--- config.mk ---
export PLATFORM = sky130hd
export DESIGN_NAME = cozy_decoder
export DESIGN_NICKNAME = d
export VERILOG_FILES = /design/src/rtl/cozy_pkg.sv /design/src/rtl/cozy_decoder.sv
export SDC_FILE = /design/constraint.sdc
export NUM_CORES = 1
export LEC_CHECK = 0
export ABC_AREA = 1
export CAP_MARGIN = 30
export CORE_ASPECT_RATIO = 0.7
export CORE_UTILIZATION = 51
export DETAILED_ROUTE_END_ITERATION = 10
export MAX_ROUTING_LAYER = met4
export PLACE_DENSITY = 0.93
export SKIP_CTS_REPAIR_TIMING = 1
export SYNTH_ARGS = -nofsm -noshare
export SYNTH_HDL_FRONTEND = slang
export SYNTH_SLANG_ARGS = --single-unit
--- constraint.sdc ---
create_clock -name clk -period 1.7 [get_ports clk]
set_input_delay 0.255 -clock clk [delete_from_list [all_inputs] [get_ports clk]]
set_output_delay 0.255 -clock clk [all_outputs]
set_load 0.01 [all_outputs]
--- src/rtl/cozy_pkg.sv ---
// cozy_pkg: shared definitions for the cozy core sequencer.
//  - instruction class codes (ir[15:12])
//  - sequencer state encoding
//  - cozy_alu op codes, in the ALU's own ordering
//  - decode(): pure combinational instruction decode
package cozy_pkg;

    localparam logic [3:0] CLS_ALU = 4'h0;
    localparam logic [3:0] CLS_CMP = 4'h1;
    localparam logic [3:0] CLS_LDI = 4'h2;
    localparam logic [3:0] CLS_HLT = 4'hF;

    typedef enum logic [2:0] {
        ST_FETCH,
        ST_DECODE,
        ST_IMM,
        ST_EXEC,
        ST_HALT
    } state_t;

    typedef enum logic [3:0] {
        OP_OR, OP_AND, OP_XOR, OP_BIC,
        OP_ADD, OP_ADC, OP_SUB, OP_SBC,
        OP_NOT, OP_NEG, OP_INC, OP_DEC,
        OP_SHR, OP_SRC, OP_SHL, OP_SLC
    } alu_op_t;

    typedef struct packed {
        logic [3:0] rd;
        logic [3:0] rs;
        alu_op_t    op;
        logic       wb;         // register writeback in EXEC
        logic       wb_imm;     // writeback data comes from the immediate word
        logic       need_imm;   // a second word follows the instruction
        logic       carry_upd;  // carry <= alu_cout in EXEC
        logic       halt;
        logic       illegal;
    } dec_t;

    function automatic dec_t decode(input logic [15:0] ir);
        dec_t d;
        d.rd        = ir[11:8];
        d.rs        = ir[7:4];
        d.op        = alu_op_t'(ir[3:0]);
        d.wb        = 1'b0;
        d.wb_imm    = 1'b0;
        d.need_imm  = 1'b0;
        d.carry_upd = 1'b0;
        d.halt      = 1'b0;
        d.illegal   = 1'b0;
        case (ir[15:12])
            CLS_ALU: begin
                d.wb        = 1'b1;
                d.carry_upd = 1'b1;
            end
            CLS_CMP: d.carry_upd = 1'b1;
            CLS_LDI: begin
                d.wb       = 1'b1;
                d.wb_imm   = 1'b1;
                d.need_imm = 1'b1;
            end
            CLS_HLT: d.halt = 1'b1;
            default: d.illegal = 1'b1;
        endcase
        return d;
    endfunction

endpackage

--- src/rtl/cozy_decoder.sv ---
// cozy_decoder: fetch/decode/execute sequencer for the cozy core.
// Fetches instruction words over a req/ack port, steers the external cozy_alu
// and register file, and owns PC and carry.
// Ports:
//  clk, rst_n            clock, async active-low reset
//  mem_addr/req          fetch address and request (held until mem_ack)
//  mem_ack/rdata         fetch completion and returned word
//  rd_sel/rs_sel/alu_op  register selects and ALU op, valid DECODE..EXEC
//  alu_cin/alu_cout      carry flag out to ALU, ALU carry back in
//  wb_en/wb_sel_imm      one-cycle writeback strobe and data select
//  imm_out               immediate word for LDI
//  halted/illegal        halt state, one-cycle undefined-class pulse
module cozy_decoder
    import cozy_pkg::*;
#(
    parameter int                  PC_WIDTH = 16,
    parameter logic [PC_WIDTH-1:0] RESET_PC = '0
) (
    input  logic                clk,
    input  logic                rst_n,
    output logic [PC_WIDTH-1:0] mem_addr,
    output logic                mem_req,
    input  logic                mem_ack,
    input  logic [15:0]         mem_rdata,
    output logic [3:0]          rd_sel,
    output logic [3:0]          rs_sel,
    output logic [3:0]          alu_op,
    output logic                alu_cin,
    input  logic                alu_cout,
    output logic                wb_en,
    output logic                wb_sel_imm,
    output logic [15:0]         imm_out,
    output logic                halted,
    output logic                illegal
);

    state_t              state, state_n;
    logic [PC_WIDTH-1:0] pc, pc_n;
    logic [15:0]         ir, ir_n;
    logic [15:0]         imm, imm_n;
    logic                carry, carry_n;
    dec_t                dec;

    assign dec      = decode(ir);
    assign mem_addr = pc;
    assign alu_cin  = carry;
    assign imm_out  = imm;

    always_ff @(posedge clk or negedge rst_n) begin
        if (!rst_n) begin
            state <= ST_FETCH;
            pc    <= RESET_PC;
            ir    <= '0;
            imm   <= '0;
            carry <= 1'b0;
        end else begin
            state <= state_n;
            pc    <= pc_n;
            ir    <= ir_n;
            imm   <= imm_n;
            carry <= carry_n;
        end
    end

    always_comb begin
        state_n    = state;
        pc_n       = pc;
        ir_n       = ir;
        imm_n      = imm;
        carry_n    = carry;
        mem_req    = 1'b0;
        wb_en      = 1'b0;
        wb_sel_imm = 1'b0;
        illegal    = 1'b0;
        halted     = 1'b0;
        rd_sel     = '0;
        rs_sel     = '0;
        alu_op     = '0;
        // Register-file/ALU steering is held from DECODE through EXEC.
        if (state == ST_DECODE || state == ST_IMM || state == ST_EXEC) begin
            rd_sel = dec.rd;
            rs_sel = dec.rs;
            alu_op = dec.op;
        end
        case (state)
            ST_FETCH: begin
                mem_req = 1'b1;
                if (mem_ack) begin
                    ir_n    = mem_rdata;
                    pc_n    = pc + PC_WIDTH'(1);
                    state_n = ST_DECODE;
                end
            end
            ST_DECODE: state_n = dec.need_imm ? ST_IMM : ST_EXEC;
            ST_IMM: begin
                mem_req = 1'b1;
                if (mem_ack) begin
                    imm_n   = mem_rdata;
                    pc_n    = pc + PC_WIDTH'(1);
                    state_n = ST_EXEC;
                end
            end
            ST_EXEC: begin
                wb_en      = dec.wb;
                wb_sel_imm = dec.wb_imm;
                illegal    = dec.illegal;
                if (dec.carry_upd) carry_n = alu_cout;
                state_n    = dec.halt ? ST_HALT : ST_FETCH;
            end
            ST_HALT: halted = 1'b1;
            default: state_n = ST_FETCH;
        endcase
        // The register already sits in FETCH while reset is held; keep the
        // request quiet until reset is released.
        if (!rst_n) mem_req = 1'b0;
    end

endmodule

==> impl_metrics.ini <==
[status]
status = finished, violations left
violations = DRC

[synthesis]
ys_warn_count = 0
syn-num-nets = 308
synth-simple-area-share_pct = 25.6
syn_area_per_cell_sq_um = 8.50
async_flop_share_pct = 100
synth-seq-cells = 52
synth_xor_area_share_pct = 3.59
synth_top_family_by_area = simple AND/OR/NAND/NOR gates
synthCells = 287
synth_edf_count = 0
synth-main-ff-cell = dfrtp_1
synth.area.mux_share_pct = 0
synth_cell_type_count = 26
synth_area_sq_mm = 0.00244
synth_compound_area_share_pct = 7.23
synth-adder-area-share_pct = 0.513
seq_area_frac_synth_pct = 53.4

[timing]
slew_viol_final = 0
rsz0062_at_grt = true
finalWorstSetupSlack_ps = 12.9
max_slew.worst_pin.slew_ps = 648
finalClockSkew_ps = 13.0
fin_crit_sh_pct = 99.2
min_period_ps = 1690
max_slew_margin_pct = 56.8
max_freq_mhz = 593
setup-violations-final = 0
finalHoldViolations = 0

[drt]
topRoutingLayerUsed = met4
first_pass_iters = 8
route.vias.total = 2119
met2_length_um = 2820
post_drt_wl_per_cell_um = 13.3
ant_nets = 0
drc = 4
drt_iter0_drc = 164
wl_um = 5640
wl_met3_um = 231
viasPerCell = 5.01
wl_met1_um = 2550

[finish]
nNetsFinal = 388
area_growth_pct = 38.4
n_antenna_cell = 0
final_cell_mix = 74 x nand2_1, 51 x dfrtp_1, 51 x clkdlybuf4s50_1, 44 x inv_1, 33 x o21ai_1
drive_gt1_share_pct = 13.0
layout_commonest_cell = nand2_1
fin_cells = 423

[clock_tree]
cts.path.max_buffers = 2
cts_tree = built
cts.sinks = 52
path_clk_slew_ps = 100
htreeDepth = 2
cts_made_buffers = 5
cts-root-buf = clkbuf_8
clock_latency_ps = 320

[global_route]
grt_pass1_vias = 2023
overflow = 0
grt_pass1_wl_um = 9190
grt_use_total_pct = 24.5
antenna_found_initial = 0
grt_max_degree = 53

[critical_path]
crit_chain = inv_2, nand2_2, nand2_4, buf_4, nor2_1, buf_2
cp_top_family = flip-flops
cpMaxStageDelayCell = dfrtp_1
cp.arrival_ps = 1430
crit_type = reg -> out
crit_cells = 6
crit_buf_inv = 3
slowest_delay_ps = 420
end_kind = output pin
start_kind = register
cp_max_fo = 8
worst_r2r_path_depth = 8
critical_path_required_ps = 1440

[floorplanning]
rows = 20
die_width_um = 84.7
core_sq_mm = 0.00445
die-height_um = 59.9
fp.dieArea_sq_mm = 0.00507
initial_core_util_pct = 54.7
ios = 70

[flow_run]
maxCapViolations = 0

[min_path]
hold_class = in -> async

[placement]
dp_hpwl_um = 4100
post-place-ws_ps = -126
place.gp.congestion = 0.777
dp.cells = 412
portBuffers = 69

[power]
power_leakage_nw = 1.88
vdd_drop_max_mv = 0.958
power.density_mw_per_mm2 = 1530
## path summary, 6_finish.rpt
check | slack, ps | endpoint | startpoint
max | 10 | alu_op[2] | state[1]$_DFFE_PN0P_
min | 80 | ir[14]$_DFFE_PN0P_ | rst_n
max reg2reg | 130 | imm_out[14]$_DFFE_PN0P_ | state[2]$_DFFE_PN0P_
min reg2reg | 480 | state[1]$_DFFE_PN0P_ | state[2]$_DFFE_PN0P_
max in group asynchronous | 1150 | state[0]$_DFFE_PN0P_ | rst_n
min in group clk | 480 | state[1]$_DFFE_PN0P_ | state[2]$_DFFE_PN0P_
## power breakdown
group	switching, mW	total [mW]	internal [mW]
combinational	1.21	2.40	1.19
clock	0.438	0.730	0.293
sequential	0.348	2.04	1.69
## layer usage
layer | global-route usage (%) | up-vias
met5 | - | -
met4 | 7.51 | 0
met3 | 4.56 | 6
met2 | 41.7 | 49
met1 | 30.6 | 1020
li1 | - | 1044
## registers in the layout, indices dropped and copies added (netlist names)
signal,flops
imm_out,16
state,3
mem_addr,16
ir,16
alu_cin,1
## cells in the mapped netlist, types with 2 or more instances
cell	n	area share [%]
nand4_1	5	1.3
buf_2	3	0.62
nor2_4	4	1.8
o21ai_1	33	6.8
inv_1	45	6.9
xnor2_1	2	0.72
nand3_1	9	1.8
dfrtp_1	52	53
buf_4	4	1.2
inv_2	3	0.46
nor3_1	4	0.82
nand2_1	76	12
nor2_2	2	0.51
nor2_1	23	3.5
nand2_2	4	1.0
xor2_1	8	2.9
## cell families after synthesis
kind of cell | after synthesis
AO/OA/AOI/OAI | 35
XOR/XNOR | 10
adder cells (fa/ha/maj) | 1
buffers and inverters | 56
flip-flops | 52
AND/OR/NAND/NOR | 133
## worst reg2reg max path: cells and delay by family (launching register included)
| family | cells | cell delay, ps |
|---|---|---|
| buffers and inverters | 4 | 660 |
| DFF | 1 | 410 |
| and+or+nand+nor | 3 | 320 |
| AOI/OAI and AO/OA | 1 | 70 |
## cell type report
type                            count  area [sq um]
Sequential cell                    52          1300
Fill cell                         313          1080
Multi-Input combinational cell    179           928
Timing Repair Buffer               81           803
Inverter                           48           180
Clock buffer                        5          68.8
Tap cell                           55          68.8
Clock inverter                      3          23.8
## per-stage QoR
| stage | cell area, sq um | setup TNS [ps] | total power, mW | utilization [%] | hold slack (ps) |
|---|---|---|---|---|---|
| 4_1_cts | 3300 | -6310 | 5.14 | 74.0 | 103 |
| 3_5_place_dp | 3200 | -813 | 4.40 | 71.9 | 442 |
| 6_report | 3380 | 0 | 5.17 | 75.8 | 77.3 |
| 2_1_floorplan | 2440 | 0 | 3.18 | - | -40.6 |
| 5_1_grt | 3380 | -150 | 5.51 | 75.8 | 132 |
| 3_3_place_gp | 3200 | -97.3 | 4.28 | 71.9 | 435 |
(Power assumes the default switching activity.)
